===== config.mk =====
export PLATFORM = sky130hd
export DESIGN_NAME = iq_demod_decim_flat
export DESIGN_NICKNAME = d
export VERILOG_FILES = /design/src/rtl/iq_demod_decim_if.sv /design/src/rtl/iq_demod_decim.sv /design/src/flat_wrapper.sv
export SDC_FILE = /design/constraint.sdc
export NUM_CORES = 2
export LEC_CHECK = 0
export ABC_AREA = 1
export CELL_PAD_IN_SITES_DETAIL_PLACEMENT = 1
export CELL_PAD_IN_SITES_GLOBAL_PLACEMENT = 1
export CORE_AREA = 2 2 273 275
export CTS_BUF_LIST = sky130_fd_sc_hd__clkbuf_2
export CTS_CLUSTER_SIZE = 16
export DETAILED_ROUTE_END_ITERATION = 12
export DIE_AREA = 0 0 275 277
export PLACE_DENSITY_LB_ADDON = 0.1
export REMOVE_ABC_BUFFERS = 1
export SLEW_MARGIN = 15
export SYNTH_ARGS = -nofsm -noshare
export SYNTH_HDL_FRONTEND = slang
export SYNTH_SLANG_ARGS = --single-unit
export TNS_END_PERCENT = 5

===== constraint.sdc =====
create_clock -name clk -period 6.9 [get_ports clk]
set_input_delay 1.38 -clock clk [delete_from_list [all_inputs] [get_ports clk]]
set_output_delay 1.38 -clock clk [all_outputs]
set_load 0.02 [all_outputs]

===== src/rtl/iq_demod_decim_if.sv =====
// rtl/iq_demod_decim_if.sv - sample input and I/Q result handshake bundle
interface iq_demod_decim_if #(
  parameter int DW = 14
) ();
  logic                 in_valid;
  logic [DW-1:0]        adc_data;
  logic signed [DW-1:0] lo_sin;
  logic signed [DW-1:0] lo_cos;
  logic                 out_valid;
  logic                 out_ready;
  logic signed [DW-1:0] out_i;
  logic signed [DW-1:0] out_q;

  modport master (
    output in_valid, adc_data, lo_sin, lo_cos, out_ready,
    input  out_valid, out_i, out_q
  );

  modport slave (
    input  in_valid, adc_data, lo_sin, lo_cos, out_ready,
    output out_valid, out_i, out_q
  );
endinterface


===== src/rtl/iq_demod_decim.sv =====
// rtl/iq_demod_decim.sv - I/Q mixer with power-of-two integrate-and-dump decimation
// Four stages: capture, multiply, accumulate/dump, saturate and hand off.
module iq_demod_decim #(
  parameter int DW           = 14,
  parameter int LOG2_DEC_MAX = 10
) (
  input  logic          clk,
  input  logic          reset_n,
  input  logic          enable,
  input  logic [3:0]    dec_log2,
  input  logic          dac_sel,
  input  logic          clr_overrun,
  output logic [DW-1:0] dac_data,
  output logic          overrun,
  iq_demod_decim_if.slave bus
);
  localparam int PW = 2 * DW;
  localparam int AW = 2 * DW + LOG2_DEC_MAX;
  localparam int CW = (LOG2_DEC_MAX > 0) ? LOG2_DEC_MAX : 1;
  localparam logic [3:0] DEC_MAX = 4'(LOG2_DEC_MAX);
  localparam logic [5:0] SH_BASE = 6'(DW - 1);
  localparam logic signed [AW-1:0] SAT_HI = {{(AW-DW+1){1'b0}}, {(DW-1){1'b1}}};
  localparam logic signed [AW-1:0] SAT_LO = {{(AW-DW+1){1'b1}}, {(DW-1){1'b0}}};

  logic signed [DW-1:0] x_q, x_d, sin_q, sin_d, cos_q, cos_d;
  logic                 v1_q, v1_d, v2_q, v2_d, v3_q, v3_d;
  logic signed [PW-1:0] pi_q, pi_d, pq_q, pq_d;
  logic signed [AW-1:0] acci_q, acci_d, accq_q, accq_d;
  logic signed [AW-1:0] dumpi_q, dumpi_d, dumpq_q, dumpq_d;
  logic [CW-1:0]        cnt_q, cnt_d;
  logic [3:0]           dec_act_q, dec_act_d, dump_dec_q, dump_dec_d;
  logic                 out_valid_q, out_valid_d, overrun_q, overrun_d;
  logic signed [DW-1:0] outi_q, outi_d, outq_q, outq_d;
  logic [DW-1:0]        dac_q, dac_d;

  logic [3:0]           dec_lim, cur_dec;
  logic                 blk_end, accept, drop;
  logic signed [AW-1:0] ext_pi, ext_pq, sum_i, sum_q, shi, shq;
  logic signed [DW-1:0] res_i, res_q;

  function automatic logic signed [DW-1:0] sat(input logic signed [AW-1:0] v);
    if (v > SAT_HI) return {1'b0, {(DW-1){1'b1}}};
    if (v < SAT_LO) return {1'b1, {(DW-1){1'b0}}};
    return v[DW-1:0];
  endfunction

  always_comb begin
    x_d   = {~bus.adc_data[DW-1], bus.adc_data[DW-2:0]};
    sin_d = bus.lo_sin;
    cos_d = bus.lo_cos;
    v1_d  = bus.in_valid && enable;
    pi_d  = PW'(x_q) * PW'(cos_q);
    pq_d  = PW'(x_q) * PW'(sin_q);
    v2_d  = v1_q;
  end

  // The block length is latched on the first sample, so it must be used for that sample too.
  always_comb begin
    dec_lim = (dec_log2 > DEC_MAX) ? DEC_MAX : dec_log2;
    cur_dec = (cnt_q == '0) ? dec_lim : dec_act_q;
    blk_end = ({1'b0, cnt_q} == (((CW+1)'(1)) << cur_dec) - (CW+1)'(1));
    ext_pi  = {{(AW-PW){pi_q[PW-1]}}, pi_q};
    ext_pq  = {{(AW-PW){pq_q[PW-1]}}, pq_q};
    sum_i   = acci_q + ext_pi;
    sum_q   = accq_q + ext_pq;

    acci_d     = acci_q;
    accq_d     = accq_q;
    cnt_d      = cnt_q;
    dec_act_d  = dec_act_q;
    dumpi_d    = dumpi_q;
    dumpq_d    = dumpq_q;
    dump_dec_d = dump_dec_q;
    v3_d       = 1'b0;
    if (v2_q) begin
      if (cnt_q == '0) dec_act_d = dec_lim;
      if (blk_end) begin
        dumpi_d    = sum_i;
        dumpq_d    = sum_q;
        dump_dec_d = cur_dec;
        v3_d       = 1'b1;
        acci_d     = '0;
        accq_d     = '0;
        cnt_d      = '0;
      end else begin
        acci_d = sum_i;
        accq_d = sum_q;
        cnt_d  = cnt_q + CW'(1);
      end
    end
    if (!enable) begin
      acci_d = '0;
      accq_d = '0;
      cnt_d  = '0;
    end
  end

  always_comb begin
    shi    = dumpi_q >>> (SH_BASE + {2'b00, dump_dec_q});
    shq    = dumpq_q >>> (SH_BASE + {2'b00, dump_dec_q});
    res_i  = sat(shi);
    res_q  = sat(shq);
    accept = out_valid_q && bus.out_ready;
    drop   = v3_q && out_valid_q && !bus.out_ready;

    out_valid_d = out_valid_q;
    outi_d      = outi_q;
    outq_d      = outq_q;
    if (v3_q && !drop) begin
      out_valid_d = 1'b1;
      outi_d      = res_i;
      outq_d      = res_q;
    end else if (accept) begin
      out_valid_d = 1'b0;
    end
    overrun_d = drop ? 1'b1 : (clr_overrun ? 1'b0 : overrun_q);
    dac_d = dac_sel ? {~outq_q[DW-1], outq_q[DW-2:0]} : {~outi_q[DW-1], outi_q[DW-2:0]};
  end

  always_ff @(posedge clk or negedge reset_n) begin
    if (!reset_n) begin
      x_q         <= '0;
      sin_q       <= '0;
      cos_q       <= '0;
      v1_q        <= 1'b0;
      pi_q        <= '0;
      pq_q        <= '0;
      v2_q        <= 1'b0;
      acci_q      <= '0;
      accq_q      <= '0;
      cnt_q       <= '0;
      dec_act_q   <= '0;
      dumpi_q     <= '0;
      dumpq_q     <= '0;
      dump_dec_q  <= '0;
      v3_q        <= 1'b0;
      out_valid_q <= 1'b0;
      outi_q      <= '0;
      outq_q      <= '0;
      overrun_q   <= 1'b0;
      dac_q       <= {1'b1, {(DW-1){1'b0}}};
    end else begin
      x_q         <= x_d;
      sin_q       <= sin_d;
      cos_q       <= cos_d;
      v1_q        <= v1_d;
      pi_q        <= pi_d;
      pq_q        <= pq_d;
      v2_q        <= v2_d;
      acci_q      <= acci_d;
      accq_q      <= accq_d;
      cnt_q       <= cnt_d;
      dec_act_q   <= dec_act_d;
      dumpi_q     <= dumpi_d;
      dumpq_q     <= dumpq_d;
      dump_dec_q  <= dump_dec_d;
      v3_q        <= v3_d;
      out_valid_q <= out_valid_d;
      outi_q      <= outi_d;
      outq_q      <= outq_d;
      overrun_q   <= overrun_d;
      dac_q       <= dac_d;
    end
  end

  assign bus.out_valid = out_valid_q;
  assign bus.out_i     = outi_q;
  assign bus.out_q     = outq_q;
  assign dac_data      = dac_q;
  assign overrun       = overrun_q;
endmodule


===== src/flat_wrapper.sv =====
// flat-port wrapper written by rule: the top's interface ports become plain ports
module iq_demod_decim_flat 
#(
  parameter int DW           = 14,
  parameter int LOG2_DEC_MAX = 10
)
  (clk, reset_n, enable, dec_log2, dac_sel, clr_overrun, dac_data, overrun, bus_in_valid, bus_adc_data, bus_lo_sin, bus_lo_cos, bus_out_ready, bus_out_valid, bus_out_i, bus_out_q);
  iq_demod_decim_if #(.DW(DW)) bus_i ();
  input  logic clk;
  input  logic reset_n;
  input  logic enable;
  input  logic [3:0] dec_log2;
  input  logic dac_sel;
  input  logic clr_overrun;
  output logic [DW-1:0] dac_data;
  output logic overrun;
  input wire logic [$bits(bus_i.in_valid)-1:0] bus_in_valid;
  input wire logic [$bits(bus_i.adc_data)-1:0] bus_adc_data;
  input wire logic [$bits(bus_i.lo_sin)-1:0] bus_lo_sin;
  input wire logic [$bits(bus_i.lo_cos)-1:0] bus_lo_cos;
  input wire logic [$bits(bus_i.out_ready)-1:0] bus_out_ready;
  output wire logic [$bits(bus_i.out_valid)-1:0] bus_out_valid;
  output wire logic [$bits(bus_i.out_i)-1:0] bus_out_i;
  output wire logic [$bits(bus_i.out_q)-1:0] bus_out_q;
  assign bus_i.in_valid = bus_in_valid;
  assign bus_i.adc_data = bus_adc_data;
  assign bus_i.lo_sin = bus_lo_sin;
  assign bus_i.lo_cos = bus_lo_cos;
  assign bus_i.out_ready = bus_out_ready;
  assign bus_out_valid = bus_i.out_valid;
  assign bus_out_i = bus_i.out_i;
  assign bus_out_q = bus_i.out_q;
  iq_demod_decim #(.DW(DW), .LOG2_DEC_MAX(LOG2_DEC_MAX)) u_core (.clk(clk), .reset_n(reset_n), .enable(enable), .dec_log2(dec_log2), .dac_sel(dac_sel), .clr_overrun(clr_overrun), .dac_data(dac_data), .overrun(overrun), .bus(bus_i));
endmodule

======== Yosys cells after proc, flatten, opt, wreduce, memory -nomap -nowiden ========
Cells that the tools add are included.
word-level totals
  register bits ........................... 315
  bits of input ports ..................... 53
  output and inout bits ................... 44
  logic and storage cells ................. 83
cells by class
  add/subtract/negate cells ............... 5
  multiply operators ...................... 2
  order comparisons ....................... 5
  equal/unequal tests ..................... 2
  shift-type cells ........................ 3
  muxes and demuxes ....................... 32
  bitwise logic cells ..................... 3
  reductions and logical operators ........ 11
operator list
  cell                                                                      count
  38-bit 2-to-1 mux                                                         6
  14-bit 2-to-1 mux                                                         9
  38-bit by 28-bit adder with 38-bit output                                 2
  38-bit by 14-bit > comparator with 1-bit output (second input constant)   2
  38-bit by 14-bit < comparator with 1-bit output (second input constant)   2
  38-bit by 6-bit >>> shifter with 38-bit output                            2
  14-bit by 14-bit multiplier with 28-bit output                            2
  10-bit 2-to-1 mux                                                         3
  1-bit 2-to-1 mux                                                          12
  10-bit by 11-bit == test with 1-bit output                                1
  1-bit by 4-bit << shifter with 11-bit output (first input constant)       1
  11-bit by 1-bit subtractor with 11-bit output (second input constant)     1
  10-bit by 1-bit adder with 10-bit output (second input constant)          1
  10-bit zero test                                                          1
  4-bit 2-to-1 mux                                                          2
  4-bit by 4-bit adder with 5-bit output (first input constant)             1
  1-bit logical AND                                                         5
  4-bit > comparator (second input constant)                                1
  2-bit nonzero test                                                        2
  1-bit inverter                                                            3
  1-bit zero test                                                           2
  2-bit by 1-bit inequality test with 1-bit output (second input constant)  1
  2-bit AND reduction                                                       1

======== Logic depth before layout (Yosys ltp) ========
  depth after elaboration ................. 9
  mapped depth ............................ 28
  depth with buffers taken out ............ 26

======== Least setup slack after synthesis ========
Ideal clock, no wire load.
  kind .................................... register to register
  start point ............................. register u_core.x_q[13]
  end point ............................... register u_core.pi_q[24]
  library setup time ...................... 0.129 ns
  arrival time ............................ 5.885 ns
  required time ........................... 6.771 ns
  slack ................................... 0.886 ns
  cell stages (with the launch flop) ...... 20
  path buffers ............................ 2
  period minus slack after synthesis ...... 6.014 ns
  cells stage by stage .................... dfrtp_1 -> clkbuf_1 -> clkbuf_1 -> nand2_1 -> fa_1 -> fa_1 -> inv_1 -> fa_1 -> fa_1 -> fa_1 -> inv_1 -> fa_1 -> inv_1 -> ha_1 -> nand2_1 -> nor4_1 -> nand4_1 -> nand3_1 -> a31oi_1 -> xor2_1
between the ends
  word-level cells in the longest chain between the ends .. 1
RTL lines
  item                                            RTL line               source
  from (decl)                                     iq_demod_decim.sv:25   logic signed [DW-1:0] x_q, x_d, sin_q, sin_d, cos_q, cos_d;
  from (signal assigned)                          iq_demod_decim.sv:122  x_q <= '0;
  from (signal assigned)                          iq_demod_decim.sv:143  x_q <= x_d;
  14-bit by 14-bit multiplier with 28-bit output  iq_demod_decim.sv:52   pi_d = PW'(x_q) * PW'(cos_q);
  named net u_core.pi_d[24]                       iq_demod_decim.sv:27   logic signed [PW-1:0] pi_q, pi_d, pq_q, pq_d;
  to (signal assigned)                            iq_demod_decim.sv:147  pi_q <= pi_d;
  to (decl)                                       iq_demod_decim.sv:27
The timed path passes the listed nets, and every way through them passes these cells.
A chain may end at the register's enable or synchronous reset.

======== Worst setup path in the final report ========
  start point ............................. register u_core.x_q[10]
  end point ............................... register u_core.pq_q[26]
between the ends
  word-level cells in the longest chain between the ends .. 1
RTL lines
  item                                            RTL line               source
  14-bit by 14-bit multiplier with 28-bit output  iq_demod_decim.sv:53   pq_d = PW'(x_q) * PW'(sin_q);
  named net u_core.pq_d[26]                       iq_demod_decim.sv:27
  to (signal assigned)                            iq_demod_decim.sv:148  pq_q <= pq_d;
  to (decl)                                       iq_demod_decim.sv:27
The timed path passes the listed nets, and every way through them passes these cells.

==> metrics.md <==
| Metric | Value |
|---|---|
| Run status | `finished, final reports clean` |
| Post-synth EDFFs | `0` |
| Tot GR Track Use | `0.280` |
| Synth warn | `0` |
| Crit Path Max Fanout | `23` |
| Worst-Margin Slew | `1130 ps` |
| Initial antenna violation count | `1` |
| Lkg Pwr | `20.6 nW` |
| R2R Path End | `u_core.pq_q[26]` |
| R2R Path Start | `u_core.x_q[10]` |
| Final TNS setup | `0 ps` |
| Max Cap Viol | `0` |
| Fin. max-slew vios | `0` |
| R2R Setup Slk | `450 ps` |
| Initial core utilization | `0.483` |
| Post-synth ARST share | `1.00` |
| Vias in the first global route | `33800` |
| RSZ-0062 raised after global routing | `false` |
| Dpl hpwl | `83600 um` |
| Drt first pass iters | `5` |
| Routed WL | `103000 um` |
| CTS Buffer Depth | `3` |
| Clk_skew | `147 ps` |
| Layout net count | `5474` |
| Post-route ant nets | `0` |
| Residual DRC | `0` |
| Vias | `31000` |
| Commonest cells after routing, fill and taps aside | `nand2_1, inv_1, nand3_1, fa_1, dfrtp_1` |
| Share of the yosys chip area belonging to registers | `0.222` |
| Buffers on Ports | `96` |
| Layout Cells excl Fill | `5853` |
| Total grt overflow | `0` |
| Flops & latches, synth | `315` |
| CTS tree | `built` |
| Most common cell after layout, fill and taps aside | `nand2_1` |
| # clock sinks | `315` |
| Dpl cells | `5697` |
| Worst reg-to-reg path cell count | `21` |
| Via density | `5.29` |
| Area Overhead vs Synth | `7.33%` |
| Largest net degree at the start of global routing | `152` |
| Peak supply drop | `0.336 mV` |
| Crit start category | `flop` |
| Post-Syn Area per Cell | `7.45 um^2` |
| TritonCTS buffer count | `87` |
| Worst-case hold slack | `273 ps` |
| Global placement routability congestion | `0.919` |
| Initial drt markers | `1701` |
| Final hold viol count | `0` |
| Max_slew headroom | `0.249` |
| WL per Instance | `17.6 um` |
| Die Span Y | `277 um` |
| Worst setup EP type | `flop` |
| Die ar. | `0.0762 mm^2` |
| CP Class | `flop to flop` |
| Clock root cell | `clkbuf_2` |
| Synth unique cells | `47` |
| Global-route wire length before repair | `173000 um` |
| Fmax | `155 MHz` |
| Layout cells sized above 1 | `0.0504` |
| Final setup viols | `0` |
| Post-Synthesis Cells | `4774` |
| Rows | `100` |
| Primary FF master, synth | `dfrtp_1` |
| Worst path arrival time | `7370 ps` |
| Final period util | `0.935` |
| Clk pin slew, worst setup/hold paths | `110 ps` |
| Crit path required time | `7820 ps` |
| H-tree levels | `3` |
| Cts hold-fix bufs | `0` |
| Cell Area, Synth | `0.0355 mm^2` |
| Die width | `275 um` |
| Hold crit path type | `input port to asynchronous set/reset pin` |
| CORE AREA | `0.0736 mm^2` |
| Min Clock Period, post-route | `6450 ps` |
| I/O pins | `97` |
| Clk_lat worst skew | `1140 ps` |
| Power density over the cells | `472 mW/mm^2` |
==> Yosys cell counts (6+ instances only) <==
| cell | n | share of area |
|---|---|---|
| a21boi_0 | 7 | 0.0015 |
| a21o_1 | 9 | 0.0019 |
| a21oi_1 | 196 | 0.028 |
| a31oi_1 | 33 | 0.0058 |
| buf_1 | 18 | 0.0019 |
| buf_2 | 37 | 0.0052 |
| buf_4 | 7 | 0.0015 |
| buf_6 | 6 | 0.0019 |
| clkbuf_1 | 125 | 0.013 |
| dfrtp_1 | 314 | 0.22 |
| fa_1 | 392 | 0.22 |
| ha_1 | 212 | 0.075 |
| inv_1 | 819 | 0.086 |
| inv_2 | 9 | 0.00095 |
| mux2_2 | 13 | 0.0041 |
| nand2_1 | 1355 | 0.14 |
| nand2_2 | 8 | 0.0014 |
| nand3_1 | 395 | 0.056 |
| nand3b_1 | 7 | 0.0015 |
| nand4_1 | 17 | 0.0030 |
| nor2_1 | 263 | 0.028 |
| nor2_2 | 8 | 0.0014 |
| nor3_1 | 18 | 0.0025 |
| nor4_1 | 9 | 0.0016 |
| o211ai_1 | 17 | 0.0036 |
| o21a_1 | 8 | 0.0017 |
| o21ai_0 | 204 | 0.029 |
| o21ai_1 | 51 | 0.0072 |
| o21ai_2 | 7 | 0.0017 |
| o21bai_1 | 10 | 0.0021 |
| o22ai_1 | 13 | 0.0023 |
| xnor2_1 | 65 | 0.016 |
| xor2_1 | 86 | 0.021 |
==> worst max path at each step <==
stage | start | end | slack, ps | depth (start not counted)
after CTS | u_core.x_q[13] | u_core.pq_q[26] | 230 | 23
after global placement | u_core.x_q[13] | u_core.pq_q[24] | 610 | 23
after detailed placement | u_core.x_q[13] | u_core.pq_q[26] | 410 | 23
after global routing | u_core.x_q[13] | u_core.pq_q[26] | 10 | 23
after floorplan | u_core.dump_dec_q[0] | u_core.bus.out_q[0] | -680 | 12
final | u_core.x_q[10] | u_core.pq_q[26] | 450 | 21
==> power breakdown <==
part / switching, mW / internal, mW
Clock: 0.859 / 0.546
Combinational: 8.70 / 5.32
Sequential: 0.231 / 2.34
Total: 9.79 / 8.21
==> cells by family (layout without fill, tap and decap cells) <==
family | count (synthesis) | count (layout) | share of synthesized area
and+or+nand+nor | 2093 | 2093 | 0.241
buffers and inverters | 1025 | 1134 | 0.112
adders and majority gates | 604 | 604 | 0.295
AOI/OAI and AO/OA | 567 | 567 | 0.0872
DFF | 315 | 315 | 0.222
xor gates and xnor gates | 152 | 152 | 0.0377
muxes | 18 | 18 | 0.00553
other | 0 | 1 | 0
==> flip-flops by register name, summed over array words and instances, names as in the netlist, 10 cells and up <==
register / count
u_core.cos_q: 14
u_core.cnt_q: 10
u_core.accq_q: 38
u_core.dac_data: 14
u_core.acci_q: 38
u_core.x_q: 14
u_core.pq_q: 28
u_core.sin_q: 14
u_core.pi_q: 28
u_core.bus.out_i: 14
u_core.bus.out_q: 14
u_core.dumpi_q: 38
u_core.dumpq_q: 38
==> worst max-delay path: stages, from the launching register on <==
cell and delay, ps:
dfrtp_1 1100, buf_4 290, nand2_1 70, inv_1 70, fa_1 430, fa_1 550
fa_1 450, fa_1 470, fa_1 530, inv_1 60, fa_1 500, inv_1 40
ha_1 340, nand2_1 100, nor4_1 420, nand4_1 140, nand3_1 170, nand3_1 80
nand2_1 120, nand2_1 70, nand2_1 80, xor2_1 170
==> metrics by stage <==
step            util  setup slack, ps  area [um^2]  power, mW
2_1_floorplan      -             -678        34700       13.1
3_3_place_gp   0.507              611        37300       16.1
3_5_place_dp   0.507              414        37300       16.7
4_1_cts        0.518              231        38100       18.2
5_1_grt        0.519             9.90        38100       20.4
6_report       0.519              449        38100       18.0
==> metal layers <==
metal	vias up	GRT usage	routed length, um
met5	-	0	0
met4	0	0.0772	2360
met1	15400	0.382	47700
met3	161	0.0330	3650
li1	14900	-	-
met2	536	0.471	49200
==> final cells by class <==
class                      instances  area [um^2]
fill                            9479        35400
multi-input combinational       3434        23700
sequential                       315         7890
inverter                         832         3120
timing repair buffer             147         1360
tap                              969         1210
clock buffer                     112          561
clock inverter                    43          262
antenna                            1         2.50
==> repair_timing <==
item,4_1_cts,5_1_grt
endpoints found under the setup margin,0,5
gates resized for setup,0,1
setup buffers,0,0
Power figures use the tool's default switching activity.
